### src/rtl/usb_prod_sched.sv
// usb_prod_sched
//   Burst scheduler for the USB test-pattern path. It drives a dummy counter
//   producer into the USB transmit FIFO as a train of bursts. Each burst is
//   burst_len words. There are gap_len idle cycles between bursts. The run is
//   burst_num bursts long, or free-running when burst_num is 0. FIFO
//   almost-full backpressure is honoured.
//
//   Handshake: a word is issued in any cycle where prod_en_o=1 and
//   fifo_almst_full_i=0. The producer answers each issue with a registered
//   prod_wr_i strobe one cycle later. While prod_en_o stays high the producer
//   may be stalled for any number of cycles.
//
//   Optional feature: define USB_SCHED_WDOG_EN to add a stall watchdog and an
//   ERR state. When it is undefined, timeout_o is tied low.
//
// Ports
//   clk_i, rst_ni       clock, synchronous active-low reset
//   start_i             start a run; sampled only in IDLE and only when
//                       burst_len_i != 0
//   abort_i             end the run through DRAIN (or leave ERR)
//   burst_len_i         words per burst; latched at start
//   gap_len_i           idle cycles between bursts; latched at start
//   burst_num_i         bursts per run; latched at start; 0 = free-run
//   fifo_almst_full_i   FIFO backpressure; a cycle with it high is not an issue
//   prod_wr_i           producer's registered FIFO write strobe
//   prod_rst_o          active-high producer reset (PRST cycle)
//   prod_en_o           producer enable (BURST state)
//   busy_o              high in every state except IDLE
//   done_o              one-cycle pulse at run end
//   timeout_o           sticky watchdog flag
//   bursts_done_o       completed bursts this run
//   words_o             prod_wr_i strobes counted this run (saturating)
//   Internal state register state_q is visible hierarchically for debug.
module usb_prod_sched #(
  parameter int unsigned LEN_W = 16,
  parameter int unsigned GAP_W = 16,
  parameter int unsigned CNT_W = 16,
  parameter int unsigned WRD_W = 32,
  parameter int unsigned TO_W  = 12
) (
  input  logic             clk_i,
  input  logic             rst_ni,
  input  logic             start_i,
  input  logic             abort_i,
  input  logic [LEN_W-1:0] burst_len_i,
  input  logic [GAP_W-1:0] gap_len_i,
  input  logic [CNT_W-1:0] burst_num_i,
  input  logic             fifo_almst_full_i,
  input  logic             prod_wr_i,
  output logic             prod_rst_o,
  output logic             prod_en_o,
  output logic             busy_o,
  output logic             done_o,
  output logic             timeout_o,
  output logic [CNT_W-1:0] bursts_done_o,
  output logic [WRD_W-1:0] words_o
);

  typedef enum logic [2:0] {
    S_IDLE,
    S_PRST,
    S_BURST,
    S_GAP,
    S_DRAIN,
    S_DONE
`ifdef USB_SCHED_WDOG_EN
    , S_ERR
`endif
  } state_e;

  state_e state_q, state_d;

  logic [LEN_W-1:0] len_q;
  logic [GAP_W-1:0] gap_q;
  logic [CNT_W-1:0] num_q;
  logic [LEN_W-1:0] iss_q;
  logic [GAP_W-1:0] gap_cnt_q;
  logic [CNT_W-1:0] bursts_q;
  logic [WRD_W-1:0] words_q;
  logic             prod_rst_q;
  logic             prod_en_q;
  logic             busy_q;
  logic             done_q;

  logic [LEN_W-1:0] iss_inc;
  logic [GAP_W-1:0] gap_inc;
  logic [CNT_W-1:0] bursts_inc;
  logic             start_ok;
  logic             issue;
  logic             last_issue;
  logic             final_burst;

  assign start_ok   = start_i && (burst_len_i != '0);
  // prod_en_q is high exactly while in BURST, so this is the issue strobe.
  assign issue      = prod_en_q && !fifo_almst_full_i;
  assign iss_inc    = iss_q + LEN_W'(1);
  assign gap_inc    = gap_cnt_q + GAP_W'(1);
  assign bursts_inc = bursts_q + CNT_W'(1);
  assign last_issue = (state_q == S_BURST) && issue && (iss_inc == len_q);
  assign final_burst = (num_q != '0) && (bursts_inc == num_q);

`ifdef USB_SCHED_WDOG_EN
  logic [TO_W-1:0] wd_q;
  logic [TO_W-1:0] wd_inc;
  logic            stall;
  logic            timeout_q;

  assign wd_inc = wd_q + TO_W'(1);
  assign stall  = prod_en_q && fifo_almst_full_i;
`endif

  // Next-state logic. Abort has priority over every other transition,
  // including a simultaneous last issue (whose burst is still counted below).
  always_comb begin
    state_d = state_q;
    unique case (state_q)
      S_IDLE: begin
        if (start_ok) state_d = S_PRST;
      end
      S_PRST: begin
        state_d = abort_i ? S_DRAIN : S_BURST;
      end
      S_BURST: begin
        if (abort_i) begin
          state_d = S_DRAIN;
        end else if (last_issue) begin
          if (final_burst)       state_d = S_DRAIN;
          else if (gap_q == '0)  state_d = S_BURST;
          else                   state_d = S_GAP;
        end
`ifdef USB_SCHED_WDOG_EN
        else if (stall && (wd_inc == '1)) begin
          state_d = S_ERR;
        end
`endif
      end
      S_GAP: begin
        if (abort_i)                state_d = S_DRAIN;
        else if (gap_inc == gap_q)  state_d = S_BURST;
      end
      S_DRAIN: state_d = S_DONE;
      S_DONE:  state_d = S_IDLE;
`ifdef USB_SCHED_WDOG_EN
      S_ERR: begin
        if (abort_i) state_d = S_IDLE;
      end
`endif
      default: state_d = S_IDLE;
    endcase
  end

  always_ff @(posedge clk_i) begin
    if (!rst_ni) begin
      state_q    <= S_IDLE;
      len_q      <= '0;
      gap_q      <= '0;
      num_q      <= '0;
      iss_q      <= '0;
      gap_cnt_q  <= '0;
      bursts_q   <= '0;
      words_q    <= '0;
      prod_rst_q <= 1'b0;
      prod_en_q  <= 1'b0;
      busy_q     <= 1'b0;
      done_q     <= 1'b0;
    end else begin
      state_q <= state_d;
      // Outputs are decoded from the next state so they are registered and
      // line up with the state they describe.
      prod_rst_q <= (state_d == S_PRST);
      prod_en_q  <= (state_d == S_BURST);
      busy_q     <= (state_d != S_IDLE);
      done_q     <= (state_d == S_DONE);

      if (state_q == S_IDLE && start_ok) begin
        len_q     <= burst_len_i;
        gap_q     <= gap_len_i;
        num_q     <= burst_num_i;
        iss_q     <= '0;
        gap_cnt_q <= '0;
        bursts_q  <= '0;
        words_q   <= '0;
      end else begin
        if (state_q == S_BURST && issue) begin
          iss_q <= last_issue ? '0 : iss_inc;
        end
        if (last_issue) bursts_q <= bursts_inc;
        gap_cnt_q <= (state_q == S_GAP) ? gap_inc : '0;
        if (busy_q && prod_wr_i && !(&words_q)) begin
          words_q <= words_q + WRD_W'(1);
        end
      end
    end
  end

`ifdef USB_SCHED_WDOG_EN
  always_ff @(posedge clk_i) begin
    if (!rst_ni) begin
      wd_q      <= '0;
      timeout_q <= 1'b0;
    end else begin
      if (state_q == S_BURST && stall) wd_q <= wd_inc;
      else                             wd_q <= '0;
      if (state_q == S_IDLE && start_ok) timeout_q <= 1'b0;
      else if (state_d == S_ERR)         timeout_q <= 1'b1;
    end
  end

  assign timeout_o = timeout_q;
`else
  // TO_W only sizes the watchdog; without it the flag is a constant zero.
  assign timeout_o = |{TO_W{1'b0}};
`endif

  assign prod_rst_o    = prod_rst_q;
  assign prod_en_o     = prod_en_q;
  assign busy_o        = busy_q;
  assign done_o        = done_q;
  assign bursts_done_o = bursts_q;
  assign words_o       = words_q;

endmodule

### config.mk
export PLATFORM = sky130hd
export DESIGN_NAME = usb_prod_sched
export DESIGN_NICKNAME = d
export VERILOG_FILES = /design/src/rtl/usb_prod_sched.sv
export SDC_FILE = /design/constraint.sdc
export NUM_CORES = 1
export LEC_CHECK = 0
export CAP_MARGIN = 20
export CORE_MARGIN = 8
export CORE_UTILIZATION = 25
export CTS_CLUSTER_SIZE = 12
export DETAILED_ROUTE_END_ITERATION = 12
export REMOVE_ABC_BUFFERS = 1
export SETUP_SLACK_MARGIN = 0.4
export SLEW_MARGIN = 20
export SYNTH_ARGS = -nofsm -noshare
export SYNTH_HDL_FRONTEND = slang
export SYNTH_SLANG_ARGS = --single-unit
### constraint.sdc
create_clock -name clk_i -period 6.3 [get_ports clk_i]
set_clock_uncertainty 0.1 [all_clocks]
set_input_delay 0.63 -clock clk_i [delete_from_list [all_inputs] [get_ports clk_i]]
set_output_delay 0.63 -clock clk_i [all_outputs]
set_load 0.005 [all_outputs]
==> Implementation_results.wiki, run 1 <==
{| class="wikitable"
! Metric !! Value
|-
| # fillers || 2941
|-
| Max-cap violations || 0
|-
| Number of buffers added to fix hold violations after cts || 0
|-
| Sw Ratio || 26.1%
|-
| Highest ir drop seen on vdd || 151 uV
|-
| Primary flip-flop cell chosen by synthesis mapping || dfxtp_1
|-
| Post-route clock period utilization || 62.7%
|-
| Ratio of cells with drive above 1 in the final layout || 5.32%
|-
| P_leak || 2.95 nW
|-
| Arrival @ worst endpoint || 4.13 ns
|-
| Avg Inst Size Synth || 7.89 um^2
|-
| Post-synthesis cell type with the largest combined area || dfxtp_1
|-
| Total Die Area || 33500 um^2
|-
| CP Data Required Time || 6.48 ns
|-
| Drt initial violations || 372
|-
| CP Launch Type || flip-flop
|-
| Worst hold stages || 2
|-
| Cell count after placement || 1324
|-
| Antenna diode count || 0
|-
| Master cell of the clock root buffer || clkbuf_16
|-
| Comb power frac || 9.6%
|-
| H-Tree Depth || 4
|-
| Clock slew seen by the registers of the worst setup and hold paths || 0.06 ns
|-
| Vias in the first global route || 6221
|-
| GPL Wtd Cong || 0.840
|-
| Area of all placed cells without fillers || 8930 um^2
|-
| Number of synthesized flops with an enable pin || 0
|-
| Relative contribution of sequential cells to total power || 43.1%
|-
| Total I/O pin count || 107
|-
| Max Fclk || 0.253 GHz
|-
| Start point of the worst min-delay path || len_q[5]
|-
| Worst setup path startpoint || iss_q[0]
|-
| Biggest cell delay along the critical path || 0.74 ns
|-
| CP bufs+invs || 0
|-
| Power, Total || 2.13 mW
|-
| Insertion delay to the later sink of the worst-skew pair || 0.43 ns
|-
| R2R Path Start || iss_q[0]
|-
| Worst hold slack across all endpoints || 0.372 ns
|-
| Critical path capture point type || flip-flop
|-
| Placed instance area || 8340 um^2
|-
| Grt ovf || 0
|-
| Area share of the largest cell type after synthesis || 38.8%
|-
| Routed len/inst || 14.3 um
|-
| Clk buf depth || 2
|-
| Summed instance area of the synthesized netlist || 6970 um^2
|-
| Worst Reg-to-Reg Cells || 9
|-
| CTS tree || built
|-
| Layout Utilization || 32.3%
|-
| Post-route minimum period || 3.95 ns
|-
| Outcome || completed
|-
| Number of detailed-route iterations in the first pass || 5
|-
| Via Count || 6451
|-
| Cells along the critical path || ha_1 > and3_1 > and4_1 > mux2_2 > or4b_4 > nor4_2 > nor2_1 > a22oi_1 > nor2_1
|-
| Most frequent cells in the layout || nand2_1, dfxtp_1, clkdlybuf4s50_1, nor2_1, a21oi_1
|-
| Mean number of vias per cell || 4.76
|-
| Final ANT Viol Nets || 0
|-
| # port buffers || 105
|-
| Maximum number of pins on one net before global-route repair || 60
|-
| Synthesized instance count || 883
|-
| Tightest slew margin relative to the limit || 29.0%
|-
| CP max-delay cell || nor4_2
|-
| Global-route wire length before repair || 31500 um
|-
| Wire length after detailed routing || 19400 um
|-
| Chip height || 183 um
|-
| Synthesis-stage register bit count || 135
|-
| Number of CTS-inserted buffers || 17
|-
| Crit path max fanout || 14
|-
| Setup-violating endpoint count in the final report || 0
|-
| Sequential element share of the synthesized area || 38.8%
|-
| Worst setup path category || reg -> reg
|-
| Placeable core region || 27600 um^2
|-
| Post-route DRC violation count || 0
|-
| Warning count from the yosys run || 0
|-
| Net switching power || 0.556 mW
|-
| Aggregate negative setup slack || 0 ns
|-
| Max-slew violation count || 0
|-
| Worst Setup Slack post-DPL || 2.21 ns
|-
| Final Hold Violating Endpoints || 0
|-
| Number of nets at the end of the flow || 1023
|-
| Synth-to-layout area growth || 28.2%
|-
| RSZ-0062 raised after global routing || no
|-
| Top cell family by delay on the critical path || simple AND/OR/NAND/NOR gates
|-
| Synth unique cells || 68
|-
| Global routing usage summed across all routing layers || 11.6%
|-
| Initial cell density of the core || 25.2%
|-
| Slew at the pin closest to its max-slew limit || 1.06 ns
|-
| Most common cell after layout, fill and taps aside || nand2_1
|-
| Post-detail-place hpwl || 14100 um
|-
| Cell with the most instances on the worst path || nor2_1
|-
| Worst-case setup margin in the final layout || 2.35 ns
|-
| Initial antenna violation count || 0
|-
| Row count || 61
|-
| Cell area power density || 238 nW/um^2
|-
| Setup repair bufs after CTS || 0
|-
| Horizontal extent of the die || 183 um
|-
| Leading post-synthesis cells by cell area || dfxtp_1, nand2_1, xnor2_1
|-
| CTS sink count || 135
|-
| Async set or reset register ratio after synthesis || 0%
|-
| Instance count on the critical path || 9
|-
| Clk pwr share || 47.3%
|-
| Classification of the worst-slack hold path || reg -> reg
|-
| Internal power contribution || 1.57 mW
|-
| Resize count post-CTS || 0
|-
| Final Non-Filler Cells || 1356
|}
## worst paths after layout
| check | to | slack [ns] |
|---|---|---|
| hold / removal | len_q[5] | 0.37 |
| hold reg to reg | len_q[5] | 0.37 |
| setup reg to reg | iss_q[8] | 2.35 |
| setup / recovery | iss_q[8] | 2.35 |
## layout make-up
type | instances | area, um^2 | area share, %
inverter | 16 | 60.1 | 0.673
clock inverter | 14 | 161 | 1.81
clock buffer | 18 | 429 | 4.81
sequential | 135 | 2700 | 30.3
tap | 378 | 473 | 5.30
multi-input combinational | 685 | 4020 | 45.0
timing repair buffer | 110 | 1090 | 12.2
## per-layer routing
layer | vias to the layer above | GRT usage, % | routed length (um)
met1 | 3006 | 13.7 | 8710
li1 | 3267 | - | -
met3 | 23 | 2.85 | 894
met5 | - | 0 | 0
met4 | 0 | 3.81 | 296
met2 | 155 | 20.2 | 9500
## tightest hold or removal path, stage by stage, from the launching register on
cell and delay, ns:
dfxtp_1 0.32, nand2_1 0.06, a21oi_1 0.05
## sequential cells by signal, indices dropped and copies added (netlist names), 3 cells and up
register       cells
num_q             16
len_q             16
gap_q             16
bursts_done_o     16
state_q            3
gap_cnt_q         16
iss_q             16
words_o           32
## synth_stat cells, types with 4 or more instances
| cell | number |
|---|---|
| a22oi_1 | 4 |
| or4_1 | 4 |
| nand3_1 | 43 |
| and4_1 | 9 |
| a211oi_1 | 4 |
| nand4_1 | 19 |
| inv_1 | 16 |
| buf_2 | 5 |
| nor2_1 | 90 |
| dfxtp_1 | 135 |
| a21oi_1 | 75 |
| or3_1 | 13 |
| o21ai_0 | 30 |
| and3_1 | 15 |
| nand2_1 | 152 |
| a31oi_1 | 5 |
| clkbuf_1 | 37 |
| xnor2_1 | 49 |
| nor3_1 | 20 |
| nand4b_1 | 7 |
| or3b_2 | 4 |
| xor2_1 | 49 |
| ha_1 | 4 |
| nor3b_1 | 4 |
| nor4_1 | 20 |
## power by group through the flow
stage	logic, mW	clock network (mW)	registers [mW]
after floorplan	0.124	0	0.922
after global placement	0.205	0	0.933
after detailed placement	0.207	0	0.934
after CTS	0.208	1.03	0.915
after global routing	0.229	1.07	0.919
final	0.205	1.01	0.916
## logic make-up after synthesis
family | after synthesis | synth area share [%]
AND/OR/NAND/NOR | 421 | 29.9
AO/OA/AOI/OAI | 156 | 13.6
flip-flops | 135 | 38.8
XOR/XNOR | 99 | 12.6
buffers and inverters | 63 | 3.65
adder cells (fa/ha/maj) | 6 | 1.01
multiplexers | 2 | 0.305
other | 1 | 0.0538
Note: power is estimated with default switching activity, not from simulation.
==> inputs of run 2 (changes only) <==
Clock period 6.3 ns to 3.3 ns, I/O delays scaled along.
==> run 2 against run 1 <==
Against the previous run: combinational power is 110% higher; non-clock buffer count is 44 higher; register-to-register slack worse by 2.1 ns; sequential share of layout area shrank 1.4 points; via count grew 3.9%; clock-buffer cell count increased by 1; sequential power is 91% higher; critical path depth did not move; worst hold slack worse by 0.025 ns; cell area rose by 5.6%; worst setup slack worse by 2.1 ns.
==> Implementation_results.wiki, run 2 (synthesis gave the netlist of run 1 again) <==
{| class="wikitable"
! Metric !! Value
|-
| Routed len/inst || 14.5 um
|-
| Global-route wire length before repair || 32900 um
|-
| Max-slew violation count || 0
|-
| Post-route clock period utilization || 91.5%
|-
| Arrival @ worst endpoint || 3.23 ns
|-
| CP bufs+invs || 1
|-
| Cell count after placement || 1356
|-
| H-Tree Depth || 4
|-
| # port buffers || 105
|-
| M3 GR Usage || 3.11%
|-
| Tightest slew margin relative to the limit || 50.6%
|-
| Drt initial violations || 422
|-
| Layer with the highest usage || met2
|-
| Synth-to-layout area growth || 35.4%
|-
| RSZ-0062 raised after global routing || yes
|-
| Most common cell after layout, fill and taps aside || nand2_1
|-
| Global-route track usage on met2 || 20.8%
|-
| CP max-delay cell || or4b_4
|-
| Wire length after detailed routing || 20300 um
|-
| Grt met1 use || 14.1%
|-
| Post-route minimum period || 3.02 ns
|-
| Number of nets at the end of the flow || 1067
|-
| Post-detail-place hpwl || 14900 um
|-
| Outcome || completed
|-
| Sw Ratio || 26.8%
|-
| Power, Total || 4.07 mW
|-
| Vias in the first global route || 6526
|-
| Setup-violating endpoint count in the final report || 0
|-
| CTS tree || built
|-
| Maximum number of pins on one net before global-route repair || 46
|-
| Master cell of the clock root buffer || clkbuf_16
|-
| Worst setup path category || reg -> reg
|-
| Critical path capture point type || flip-flop
|-
| Final Hold Violating Endpoints || 0
|-
| Biggest cell delay along the critical path || 0.57 ns
|-
| Final ANT Viol Nets || 0
|-
| Worst Setup Slack post-DPL || 0.0998 ns
|-
| Total I/O pin count || 107
|-
| Initial antenna violation count || 0
|-
| Placed instance area || 8580 um^2
|-
| Via Count || 6701
|-
| Worst hold slack across all endpoints || 0.347 ns
|-
| Relative contribution of sequential cells to total power || 42.9%
|-
| Internal power contribution || 2.98 mW
|-
| Number of CTS-inserted buffers || 17
|-
| Final Non-Filler Cells || 1400
|-
| Net switching power || 1.09 mW
|-
| Most frequent cells in the layout || nand2_1, dfxtp_1, clkdlybuf4s50_1, nor2_1, a21oi_1
|-
| Internal reg-to-reg setup slack || 0.28 ns
|-
| Grt ovf || 0
|-
| Top cell family by delay on the critical path || simple AND/OR/NAND/NOR gates
|-
| Worst-case setup margin in the final layout || 0.279 ns
|-
| CP Launch Type || flip-flop
|-
| Mean number of vias per cell || 4.79
|-
| Chip height || 183 um
|-
| Antenna diode count || 0
|-
| Insertion delay to the later sink of the worst-skew pair || 0.43 ns
|-
| Number of detailed-route iterations in the first pass || 5
|-
| Clock slew seen by the registers of the worst setup and hold paths || 0.06 ns
|-
| Clk pwr share || 46.7%
|-
| Aggregate negative setup slack || 0 ns
|-
| Max Fclk || 0.331 GHz
|-
| Layout Utilization || 34.1%
|-
| Number of buffers added to fix hold violations after cts || 0
|-
| Comb power frac || 10.4%
|-
| Max reg flops || 32
|-
| P_leak || 3.22 nW
|-
| Global routing usage summed across all routing layers || 12.1%
|-
| Cells along the critical path || buf_4 > and4_1 > and3_1 > a31oi_1 > or4b_4 > or4_4 > or3_4 > xor2_1 > nor2_1
|-
| Area of all placed cells without fillers || 9430 um^2
|-
| Initial cell density of the core || 25.2%
|-
| Post-route DRC violation count || 0
|-
| CP Data Required Time || 3.51 ns
|-
| Clk buf depth || 2
|-
| Slew at the pin closest to its max-slew limit || 0.740 ns
|-
| CTS sink count || 135
|-
| Row count || 61
|-
| Crit path max fanout || 6
|-
| Placeable core region || 27600 um^2
|-
| GPL Wtd Cong || 0.858
|-
| Max-cap violations || 0
|-
| Classification of the worst-slack hold path || in -> reg
|-
| Total Die Area || 33500 um^2
|-
| Horizontal extent of the die || 183 um
|-
| Cell area power density || 432 nW/um^2
|-
| Highest ir drop seen on vdd || 273 uV
|-
| Ratio of cells with drive above 1 in the final layout || 12.7%
|}
run 2: cell types whose count changed in the layout (fill, tap and decap cells not counted), moves of 3 or more:
cell / change
buf_4: +41
dfxtp_1: -13
dfxtp_2: +13
buf_6: +3
ha_1: -3
nand3_1: -3
nor4_4: +3
run 2: power by group through the flow:
| stage | Sequential, mW | Clock (mW) | Combinational [mW] |
|---|---|---|---|
| 6_report | 1.75 | 1.90 | 0.424 |
| 5_1_grt | 1.75 | 2.04 | 0.472 |
| 4_1_cts | 1.75 | 1.96 | 0.419 |
| 3_5_place_dp | 1.78 | 0 | 0.408 |
| 3_3_place_gp | 1.78 | 0 | 0.405 |
| 2_1_floorplan | 1.76 | 0 | 0.237 |
run 2: path summary, 6_finish.rpt:
check          startpoint           endpoint  cells after the start
max reg2reg      iss_q[0]  bursts_done_o[11]                      9
max              iss_q[0]  bursts_done_o[11]                      9
min reg2reg  gap_cnt_q[0]       gap_cnt_q[0]                      1
min          gap_len_i[9]           gap_q[9]                      3
run 2: final cells by class:
| class | count | area (um^2) |
|---|---|---|
| clock buffer | 19 | 453 |
| timing repair buffer | 154 | 1430 |
| tap | 378 | 473 |
| clock inverter | 13 | 136 |
| inverter | 16 | 60.1 |
| multi-input combinational | 685 | 4160 |
| fill | 2927 | 18200 |
| sequential | 135 | 2720 |
run 2: tightest hold or removal path, cell delays in order:
cell and delay [ns]:
clkdlybuf4s50_1 0.39, nand2_1 0.05, a21oi_1 0.05
run 2: what timing repair did:
| item | in CTS | in global routing |
|---|---|---|
| setup endpoints to repair | 25 | 37 |
| pin swaps | 8 | 10 |
| resized for setup | 20 | 25 |
| buffers inserted | 6 | 6 |
run 2: metal layers:
metal | vias to the layer above | part of all wire, %
met5 | - | 0
met4 | 0 | 2.3
met3 | 35 | 5.4
met2 | 178 | 49
met1 | 3125 | 43
li1 | 3363 | -
